File: config.mk
export PLATFORM = sky130hd
export DESIGN_NAME = game_collision_scheduler
export DESIGN_NICKNAME = d
export VERILOG_FILES = /design/src/rtl/game_collision_scheduler.sv
export SDC_FILE = /design/constraint.sdc
export NUM_CORES = 1
export LEC_CHECK = 0
export CELL_PAD_IN_SITES_DETAIL_PLACEMENT = 0
export CELL_PAD_IN_SITES_GLOBAL_PLACEMENT = 1
export CORE_MARGIN = 3
export CORE_UTILIZATION = 28
export CTS_CLUSTER_DIAMETER = 30
export DETAILED_ROUTE_END_ITERATION = 8
export PLACE_DENSITY = 0.57
export SYNTH_ARGS = -nofsm -noshare
export SYNTH_HDL_FRONTEND = slang
export SYNTH_SLANG_ARGS = --single-unit
File: constraint.sdc
create_clock -name clk -period 7.2 [get_ports clk]
set_input_delay 1.08 -clock clk [delete_from_list [all_inputs] [get_ports clk]]
set_output_delay 1.08 -clock clk [all_outputs]
set_load 0.02 [all_outputs]
File: src/rtl/game_collision_scheduler.sv
// Time-multiplexed collision controller: snapshots target boxes on a frame strobe,
// then checks one unordered target pair per clock through a shared overlap comparator.
module game_collision_scheduler #(
    parameter int N_TARGETS       = 4,
    parameter int w_x             = $clog2(640),
    parameter int w_y             = $clog2(480),
    parameter int IMMUNITY_FRAMES = 5
) (
    input  logic                          clk,
    input  logic                          rst,
    input  logic                          start,
    input  logic [N_TARGETS-1:0][w_x-1:0] sprite_left,
    input  logic [N_TARGETS-1:0][w_x-1:0] sprite_right,
    input  logic [N_TARGETS-1:0][w_y-1:0] sprite_top,
    input  logic [N_TARGETS-1:0][w_y-1:0] sprite_bottom,
    output logic                          busy,
    output logic                          done,
    output logic [N_TARGETS-1:0]          collide_x,
    output logic [N_TARGETS-1:0]          collide_y
);

    localparam int P  = N_TARGETS * (N_TARGETS - 1) / 2;
    localparam int IW = $clog2(N_TARGETS);
    localparam int KW = (P > 1) ? $clog2(P) : 1;
    localparam int CW = $clog2(IMMUNITY_FRAMES + 1);

    localparam logic [IW-1:0] LAST_IDX = IW'(N_TARGETS - 1);
    localparam logic [KW-1:0] LAST_K   = KW'(P - 1);
    localparam logic [CW-1:0] IMM_LOAD = CW'(IMMUNITY_FRAMES);

    typedef enum logic [1:0] {
        IDLE,
        SCAN,
        DONE
    } state_e;

    state_e state_q, state_d;

    logic [N_TARGETS-1:0][w_x-1:0] snap_left_q,   snap_left_d;
    logic [N_TARGETS-1:0][w_x-1:0] snap_right_q,  snap_right_d;
    logic [N_TARGETS-1:0][w_y-1:0] snap_top_q,    snap_top_d;
    logic [N_TARGETS-1:0][w_y-1:0] snap_bottom_q, snap_bottom_d;

    logic [IW-1:0]        i_q, i_d;
    logic [IW-1:0]        j_q, j_d;
    logic [KW-1:0]        k_q, k_d;
    logic [N_TARGETS-1:0] shadow_q, shadow_d;
    logic [N_TARGETS-1:0] collide_q, collide_d;

    // One immunity counter per upper-triangle pair, indexed by lexicographic pair number.
    logic [CW-1:0] imm_q [P];
    logic [CW-1:0] imm_d [P];

    logic overlap;

    assign overlap = (snap_left_q[i_q]   < snap_right_q[j_q])  &&
                     (snap_right_q[i_q]  > snap_left_q[j_q])   &&
                     (snap_top_q[i_q]    < snap_bottom_q[j_q]) &&
                     (snap_bottom_q[i_q] > snap_top_q[j_q]);

    always_comb begin
        state_d       = state_q;
        snap_left_d   = snap_left_q;
        snap_right_d  = snap_right_q;
        snap_top_d    = snap_top_q;
        snap_bottom_d = snap_bottom_q;
        i_d           = i_q;
        j_d           = j_q;
        k_d           = k_q;
        shadow_d      = shadow_q;
        collide_d     = collide_q;
        imm_d         = imm_q;

        case (state_q)
            IDLE: begin
                if (start) begin
                    snap_left_d   = sprite_left;
                    snap_right_d  = sprite_right;
                    snap_top_d    = sprite_top;
                    snap_bottom_d = sprite_bottom;
                    shadow_d      = '0;
                    i_d           = '0;
                    j_d           = IW'(1);
                    k_d           = '0;
                    state_d       = SCAN;
                end
            end
            SCAN: begin
                if (imm_q[k_q] != '0) begin
                    imm_d[k_q] = imm_q[k_q] - CW'(1);
                end else if (overlap) begin
                    shadow_d[i_q] = 1'b1;
                    shadow_d[j_q] = 1'b1;
                    imm_d[k_q]    = IMM_LOAD;
                end

                // Publish on the way into DONE so flags are valid while done is high.
                if (k_q == LAST_K) begin
                    collide_d = shadow_d;
                    state_d   = DONE;
                end else begin
                    k_d = k_q + KW'(1);
                    if (j_q == LAST_IDX) begin
                        i_d = i_q + IW'(1);
                        j_d = i_q + IW'(2);
                    end else begin
                        j_d = j_q + IW'(1);
                    end
                end
            end
            DONE: begin
                state_d = IDLE;
            end
            default: begin
                state_d = IDLE;
            end
        endcase
    end

    always_ff @(posedge clk or posedge rst) begin
        if (rst) begin
            state_q       <= IDLE;
            snap_left_q   <= '0;
            snap_right_q  <= '0;
            snap_top_q    <= '0;
            snap_bottom_q <= '0;
            i_q           <= '0;
            j_q           <= '0;
            k_q           <= '0;
            shadow_q      <= '0;
            collide_q     <= '0;
            for (int p = 0; p < P; p++) begin
                imm_q[p] <= '0;
            end
        end else begin
            state_q       <= state_d;
            snap_left_q   <= snap_left_d;
            snap_right_q  <= snap_right_d;
            snap_top_q    <= snap_top_d;
            snap_bottom_q <= snap_bottom_d;
            i_q           <= i_d;
            j_q           <= j_d;
            k_q           <= k_d;
            shadow_q      <= shadow_d;
            collide_q     <= collide_d;
            for (int p = 0; p < P; p++) begin
                imm_q[p] <= imm_d[p];
            end
        end
    end

    assign busy      = (state_q == SCAN);
    assign done      = (state_q == DONE);
    assign collide_x = collide_q;
    assign collide_y = collide_q;

endmodule

# Word level (Yosys, flattened, before mapping)
# Index checks and enable logic that the tools add are counted.
[word_totals] register_bits=187 input_bits=155 out_inout_bits=10 wordCells=119
[classes] n_addsub=5 magnitude_cmp=10 n_eq_ne=8 muxes=45 bitwise=6 n_reduce_logical=17
[ops] operator="binary-select mux 10 bit (select 2 bit)" n=4
[ops] operator="binary-select mux 9 bit (select 2 bit)" n=4
[ops] operator="two-way mux 10 bit" n=4
[ops] operator="two-way mux 18 bit" n=2
[ops] operator="two-way mux 9 bit" n=4
[ops] operator="bitwise mux 18 bit" n=1
[ops] operator="two-way mux 3 bit" n=5
[ops] operator="two-way mux 2 bit" n=7
[ops] operator="two-way mux 4 bit" n=3
[ops] operator="OR 12 bit" n=1
[ops] operator="one-hot mux 2 bit (2 select lines)" n=3
[ops] operator="> comparator 10 bit" n=1
[ops] operator="less-than comparator 10 bit" n=1
[ops] operator="AND reduction 2 bit" n=5
[ops] operator="binary-select mux 3 bit (select 3 bit)" n=1
[ops] operator="demux 3 bit (select 3 bit)" n=1
[ops] operator="> comparator 9 bit" n=1
[ops] operator="less-than comparator 9 bit" n=1
[ops] operator="OR 4 bit" n=2
[ops] operator="one-hot mux 4 bit (2 select lines)" n=1
[ops] operator="bitwise AND 6 bit" n=1
[ops] operator="logical AND 1 bit" n=6
[ops] operator="less-than comparator 2 x 3 -> 1 bit (second input constant)" n=2
[ops] operator="inverter 6 bit" n=1
[ops] operator="21 further kinds" n=29

# Depth between registers and ports, before layout
# Gate-level depths: netlist (run 1).
[logic_depth] depth_word=9 ltp_mapped=13 depth_no_buf=10

# Worst setup path before layout (run 1)
# Ideal clock, no wire load.
[synth_timing] path_kind="register -> register" from="register i_q[0]" to="register imm_q[10] in the netlist's numbering" setup_time_ns=0.120 arrival_time_ns=3.341 required_time_ns=7.080 setup_slack_ns=3.739 stages_incl_launch_ff=12 path_buffers=3 period_less_slack_ns=3.461 cell_sequence="dfrtp_1 -> clkbuf_1 -> buf_1 -> mux4_2 -> ha_1 -> nand4_1 -> nor2_1 -> a211o_1 -> a2111oi_4 -> nand2_2 -> buf_6 -> a31o_1"
[synth_between] elab_chain_len=8 word_cells_on_any_way=17 classes_between="order compare: 4; mux: 8; reduce/logical: 5"
[synth_rtl] item="start: declaration" line="44" source="logic [IW-1:0] i_q, i_d;"
[synth_rtl] item="start signal: assignment" line="141" source="i_q <= i_d;"
[synth_rtl] item="binary-select mux 10 bit (select 2 bit) (on tied branches)" line="56, 57"
[synth_rtl] item="two-way mux 10 bit (on tied branches)" line="56, 57"
[synth_rtl] item="less-than comparator 10 bit / > comparator 10 bit (equally long branches)" line="56, 57"
[synth_rtl] item="logical AND 1 bit" line="56" source="assign overlap = (snap_left_q[i_q] < snap_right_q[j_q]) &&"
[synth_rtl] item="logical AND 1 bit" line="57" source="(snap_right_q[i_q] > snap_left_q[j_q]) &&"
[synth_rtl] item="logical AND 1 bit *" line="58" source="(snap_top_q[i_q] < snap_bottom_q[j_q]) &&"
[synth_rtl] item="nonzero test 2 bit (no line) *"
[synth_rtl] item="AND reduction 2 bit (no line) *"
[synth_rtl] item="end signal: indexed assignment" line="147" source="imm_q[p] <= imm_d[p];"
[synth_rtl] item="end: declaration" line="51" source="logic [CW-1:0] imm_q [P];"
# Mark *: on every way between the ends. The rest lies on a longest branch, timed or not. The select of a mux whose other input is x is not followed.
# A chain may end at the register's enable or synchronous reset.

# Worst setup path in the final report (run 1)
# Same ends and word-level chain as after synthesis.

==> results of run 1 <==
## area by class of cell
class,instances,share of cell area (%)
inverters,53,1.57
repair buffers,170,13.1
clock inverters,13,1.19
flip-flops and latches,187,36.1
clock buffers,19,3.41
well taps,461,4.44
multi-input cells,776,40.2
## power by group through the flow
stage	Sequential [W]	Combinational (W)	Clock, W
floorplan	0.00181	0.00245	0
global placement	0.00214	0.00301	0
detailed placement	0.00214	0.00305	0
CTS	0.00213	0.00307	0.00102
global route	0.00221	0.00344	0.00106
finish	0.00212	0.00304	0.000988
## cells in the final DEF, fill, tap and decap left out, types with 8 or more instances in the layout
cell type,instances
inv_1,49
nand3_1,17
nor2_1,18
ha_1,48
clkbuf_16,17
o31ai_1,11
nand2_1,489
mux4_2,78
mux2i_1,13
o21ai_0,16
clkdlybuf4s50_1,164
a21oi_1,18
dfrtp_1,183
nor3_1,8
## metal layers
metal	part of all wire (%)	track usage, %	vias to the layer above
met5	0	0	-
met4	0.93	3.25	0
met3	3.6	3.18	17
met2	46	24.4	147
met1	50	23.3	3961
li1	-	-	3870
## stage by stage
step	instance area, um^2	instances	hold WS (ps)	setup WS [ps]
floorplan	10400	1081	448	1030
global placement	12400	1647	464	3010
detailed placement	12400	1647	468	2950
CTS	13000	1679	486	2940
global route	13000	1679	509	2700
finish	13000	1679	488	2950
## registers in the layout, summed over array words and instances, names as in the netlist
signal / flops
state_q: 2
imm_q: 18
snap_bottom_q: 36
snap_left_q: 40
snap_right_q: 40
k_q: 3
i_q: 2
snap_top_q: 36
shadow_q: 4
collide_x: 4
j_q: 2
## cells by family after synthesis
kind of cell / share of synthesized area [%]
AND/OR/NAND/NOR: 21.1
flip-flops: 45.1
buffers and inverters: 4.59
multiplexers: 18.2
AO/OA/AOI/OAI: 5.15
adder cells (fa/ha/maj): 5.79
XOR/XNOR: 0.0844
## worst max-delay path: cells and delay by family (launching register included)
kind	cells	cell delay, ps
fa+ha+maj	1	350
simple gates	3	620
flops	1	1020
compound gates	3	1150
buf+inv	1	420
mux	1	540
## path summary, 6_finish.rpt
check	slack (ps)	end	depth (start not counted)
max	2950	imm_q[10]	9
min	490	shadow_q[0]	2
max reg2reg	2950	imm_q[10]	9
min reg2reg	490	shadow_q[0]	2
max in group asynchronous	5040	snap_left_q[2]	3
min in group asynchronous	1110	snap_bottom_q[24]	2
==> impl_metrics.toml, run 1 <==
[yosys]
ys_ff_latch = 187
synth_most_common_cell = "nand2_1"
syn_area_per_cell_um2 = 9.60
ys_top_cells_by_count = "nand2_1, dfrtp_1, mux4_2"
synth_nets = 1284
async_reset_ff_share_pct = 100
ys_types = 45
synth_top_area_share_pct = 45.1
yosysWarnings = 0
synth.area.top_cells = "dfrtp_1, nand2_1, mux4_2"
synth_edf_count = 0
synth_area_um2 = 10400
yosys.area.top_type = "dfrtp_1"
seq_area_frac_synth_pct = 45.1
syn_inst = 1081
synth_ff_type = "dfrtp_1"

[placement]
place_congestion = 0.782
portBuffers = 164
dp_hpwl_um = 21900

[clock_tree]
worstSkewPairLatency_ps = 450
cts_root_buffer = "clkbuf_16"
clock_sinks = 187
clk_path_buf_depth = 2
cts_tree = "yes"
post_cts_buffers = 0
cts_resized = 0
cts_hold_buffers = 0
clk_pin_slew_ps = 80
h-tree-depth = 4
cts_made_buffers = 17

[pwr]
peakVddDrop_v = 0.000186
fin_total_pwr_w = 0.00615
p_int_w = 0.00354
power.switching_w = 0.00261
p_leak_nw = 6.06
combPwrFrac_pct = 49.5
pwr-share-clk_pct = 16.1
switching_share_pct = 42.4
seq_power_share_pct = 34.5
power_density_nw_per_um2 = 473

[floorplanning]
die_w_um = 198
start_util_pct = 28.8
dieArea_um2 = 39400
core_um2 = 36000
die_h_um = 198
top_level_ports = 165
fp-row-count = 69

[timing]
finalSetupTns_ps = 0
timing.final.crit_period_ps = 4250
slew_violations = 0
rsz0062_at_grt = "no"
period_share_pct = 59.0
final_hold_viol_count = 0
slew_headroom_pct = 28.6
max_freq_ghz = 0.235
finalClockSkew_ps = 13.1
setup_viol = 0
worst_slew_pin_slew_ps = 1070

[critical_path]
critical_path_class = "reg -> reg"
startpoint_type = "flip-flop"
critical_path.slowest_cell = "dfrtp_2"
cp-startpoint = "i_q[0]"
cp_cell_sequence = "buf_4, mux4_2, ha_1, nand4_1, nor2_1, a211o_1, a2111oi_4, nand2_2, a31o_1"
cp.required_ps = 7530
slowest_delay_ps = 1020
crit_path_end_kind = "flip-flop"
r2r-start = "i_q[0]"
crit_fanout = 31
arrival_ps = 4580

[cells_and_area]
fin_nets = 1408
n_antenna_cell = 0
ff_latch_area_um2 = 4680
drive_gt1_share_pct = 10.6
fillCellCount = 3628
multi_input_area_um2 = 5230
final_core_util_pct = 36.1
area_delta_synth_final_pct = 25.2

[drt]
drt_iter0_markers = 430
finalWirelength_um = 30300
final_antenna_net_count = 0
vias_per_cell = 4.76
vias = 7995
drt-pass1-iter-count = 5
wl_per_cell_um = 18.0
drc = 0

[grt]
antenna_found_initial = 0
overflow = 0
grt_pass1_wl_um = 48200
grt.total_usage_pct = 15.8
first_global_vias = 8415
grt_max_degree = 105

[worst_hold_path]
hold_class = "reg -> reg"
min-delay-start = "shadow_q[0]"

[status]
status = "finished clean"

[flow_run]
max_cap_violations = 0
(Power assumes the default switching activity.)
==> inputs of run 2 (changes only) <==
--- a/config.mk
+++ b/config.mk
@@ -11,7 +11,7 @@
 export CORE_UTILIZATION = 28
 export CTS_CLUSTER_DIAMETER = 30
 export DETAILED_ROUTE_END_ITERATION = 8
-export PLACE_DENSITY = 0.57
+export PLACE_DENSITY = 0.59
 export SYNTH_ARGS = -nofsm -noshare
 export SYNTH_HDL_FRONTEND = slang
 export SYNTH_SLANG_ARGS = --single-unit
==> constraint.sdc (replaced) <==
create_clock -name clk -period 3.9 [get_ports clk]
set_input_delay 0.585 -clock clk [delete_from_list [all_inputs] [get_ports clk]]
set_output_delay 0.585 -clock clk [all_outputs]
set_load 0.02 [all_outputs]
==> impl_metrics.toml, run 2 (synthesis results as in run 1) <==
[status]
status = "finished clean"

[drt]
finalWirelength_um = 30300
final_antenna_net_count = 0
vias_per_cell = 4.69
vias = 7941
drt-pass1-iter-count = 4
drc = 0
wl_per_cell_um = 17.9
drt_iter0_markers = 409

[pwr]
peakVddDrop_v = 0.000334
power_density_nw_per_um2 = 864
p_leak_nw = 6.15

[timing]
final_hold_viol_count = 0
timing.final.crit_period_ps = 3370
period_share_pct = 86.3
worst_slew_pin_slew_ps = 923
finalSetupTns_ps = 0
finalClockSkew_ps = 10.4
setup_viol = 0
fin_ws_ps = 533
slew_headroom_pct = 38.3
max_freq_ghz = 0.297
rsz0062_at_grt = "no"
slew_violations = 0

[floorplanning]
core_um2 = 36000
fp-row-count = 69
dieArea_um2 = 39400
die_h_um = 198
start_util_pct = 28.8
top_level_ports = 165
die_w_um = 198

[critical_path]
startpoint_type = "flip-flop"
slowest_delay_ps = 550
r2r-start = "j_q[0]"
cp.buffers_inverters = 2
critical_path_class = "reg -> reg"
crit_fanout = 22
cp_cell_sequence = "buf_4, mux4_2, inv_1, ha_1, nand4_1, nor2_1, a211o_1, a2111oi_4, nand2_2, o31ai_1"
cp.required_ps = 4230
crit_path_end_kind = "flip-flop"
cp_top_family = "compound AO/OA/AOI/OAI gates"
arrival_ps = 3700
critical_path.slowest_cell = "mux4_2"
ff2ff_path_depth = 10
r2r-end = "imm_q[6]"
cp.depth = 10
reg2reg_slack_ps = 530

[cells_and_area]
layout_commonest_cell = "nand2_1"
design_area_um2 = 13200
fillCellCount = 3594
n_antenna_cell = 0
area_delta_synth_final_pct = 27.1
largestRegisters = "snap_left_q x40, snap_right_q x40"
layout_common_cells = "nand2_1, dfrtp_1, clkdlybuf4s50_1, mux4_2, inv_1"
fin_nets = 1422
drive_gt1_share_pct = 11.5

[grt]
antenna_found_initial = 0
first_global_vias = 8586
grt.total_usage_pct = 15.9
overflow = 0
grt_pass1_wl_um = 48600
grt_max_degree = 79

[worst_hold_path]
hold_path_end = "shadow_q[1]"
min-delay-start = "shadow_q[1]"
hold_depth = 2
hold_class = "reg -> reg"

[clock_tree]
cts_resized = 0
worstSkewPairLatency_ps = 440
cts_tree = "yes"
clk_path_buf_depth = 2
cts_root_buffer = "clkbuf_16"
cts_made_buffers = 17
h-tree-depth = 4
cts_hold_buffers = 0
clk_pin_slew_ps = 70
post_cts_buffers = 0
clock_sinks = 187

[placement]
portBuffers = 164
preCtsSetupSlack_ps = 513
dp_hpwl_um = 22700
place_congestion = 0.828
placed_area_um2 = 12600

[flow_run]
max_cap_violations = 0
run 2: changes by cell type in the layout (fill, tap and decap cells not counted):
| cell | change |
|---|---|
| buf_12 | +9 |
| clkinvlp_4 | +2 |
| inv_6 | -2 |
| buf_4 | +5 |
| clkbuf_1 | +1 |
| clkinv_2 | -1 |
| inv_8 | +1 |
| bufinv_16 | -1 |
run 2: area by class of cell:
type | instances | area (um^2) | share of cell area (%)
well taps | 461 | 577 | 4.37
inverters | 53 | 203 | 1.54
multi-input cells | 776 | 5230 | 39.7
clock inverters | 12 | 130 | 0.987
clock buffers | 20 | 447 | 3.39
flip-flops and latches | 187 | 4680 | 35.5
repair buffers | 184 | 1920 | 14.5
run 2: report_power, final:
part / switching, W / internal, W / total [W]
clock network: 0.000825 / 0.000920 / 0.00175
registers: 0.000796 / 0.00285 / 0.00365
logic: 0.00317 / 0.00282 / 0.00599
total: 0.00479 / 0.00659 / 0.0114
run 2: routing by layer:
layer,vias up,wire [um],global-route usage [%]
li1,3897,-,-
met3,19,931,2.12
met2,141,13800,24.9
met4,0,316,3.46
met5,-,0,0
met1,3884,15200,23.7
run 2: tightest hold or removal path, cell delays in order, from the launching register on:
cell	delay, ps
dfrtp_1	350
nand2_1	50
o31ai_1	50
run 2: how the worst max path moves through the flow:
| stage | slack (ps) | end | from |
|---|---|---|---|
| final | 530 | imm_q[6] | j_q[0] |
| after global placement | 570 | imm_q[1] | j_q[0] |
| after global routing | 280 | shadow_q[2] | j_q[0] |
| after floorplan | 440 | imm_q[1] | i_q[0] |
| after detailed placement | 510 | imm_q[13] | j_q[0] |
| after CTS | 500 | imm_q[6] | j_q[0] |
run 2: metrics by stage:
step,instances,hold WS (ps),total power [W],util [%]
finish,1693,488,0.0114,36.6
global route,1693,511,0.0125,36.6
CTS,1693,490,0.0115,36.6
detailed placement,1661,474,0.00973,35.0
global placement,1661,466,0.00965,35.0
floorplan,1081,448,0.00786,-
==> inputs of run 3 (changes only) <==
--- a/config.mk
+++ b/config.mk
@@ -5,6 +5,7 @@
 export SDC_FILE = /design/constraint.sdc
 export NUM_CORES = 1
 export LEC_CHECK = 0
+export CAP_MARGIN = 20
 export CELL_PAD_IN_SITES_DETAIL_PLACEMENT = 0
 export CELL_PAD_IN_SITES_GLOBAL_PLACEMENT = 1
 export CORE_MARGIN = 3
@@ -12,6 +13,7 @@
 export CTS_CLUSTER_DIAMETER = 30
 export DETAILED_ROUTE_END_ITERATION = 8
 export PLACE_DENSITY = 0.59
+export SKIP_LAST_GASP = 1
 export SYNTH_ARGS = -nofsm -noshare
 export SYNTH_HDL_FRONTEND = slang
 export SYNTH_SLANG_ARGS = --single-unit
==> results of run 3 <==
No change in the layout: final DEF, timing and power equal those of run 2.
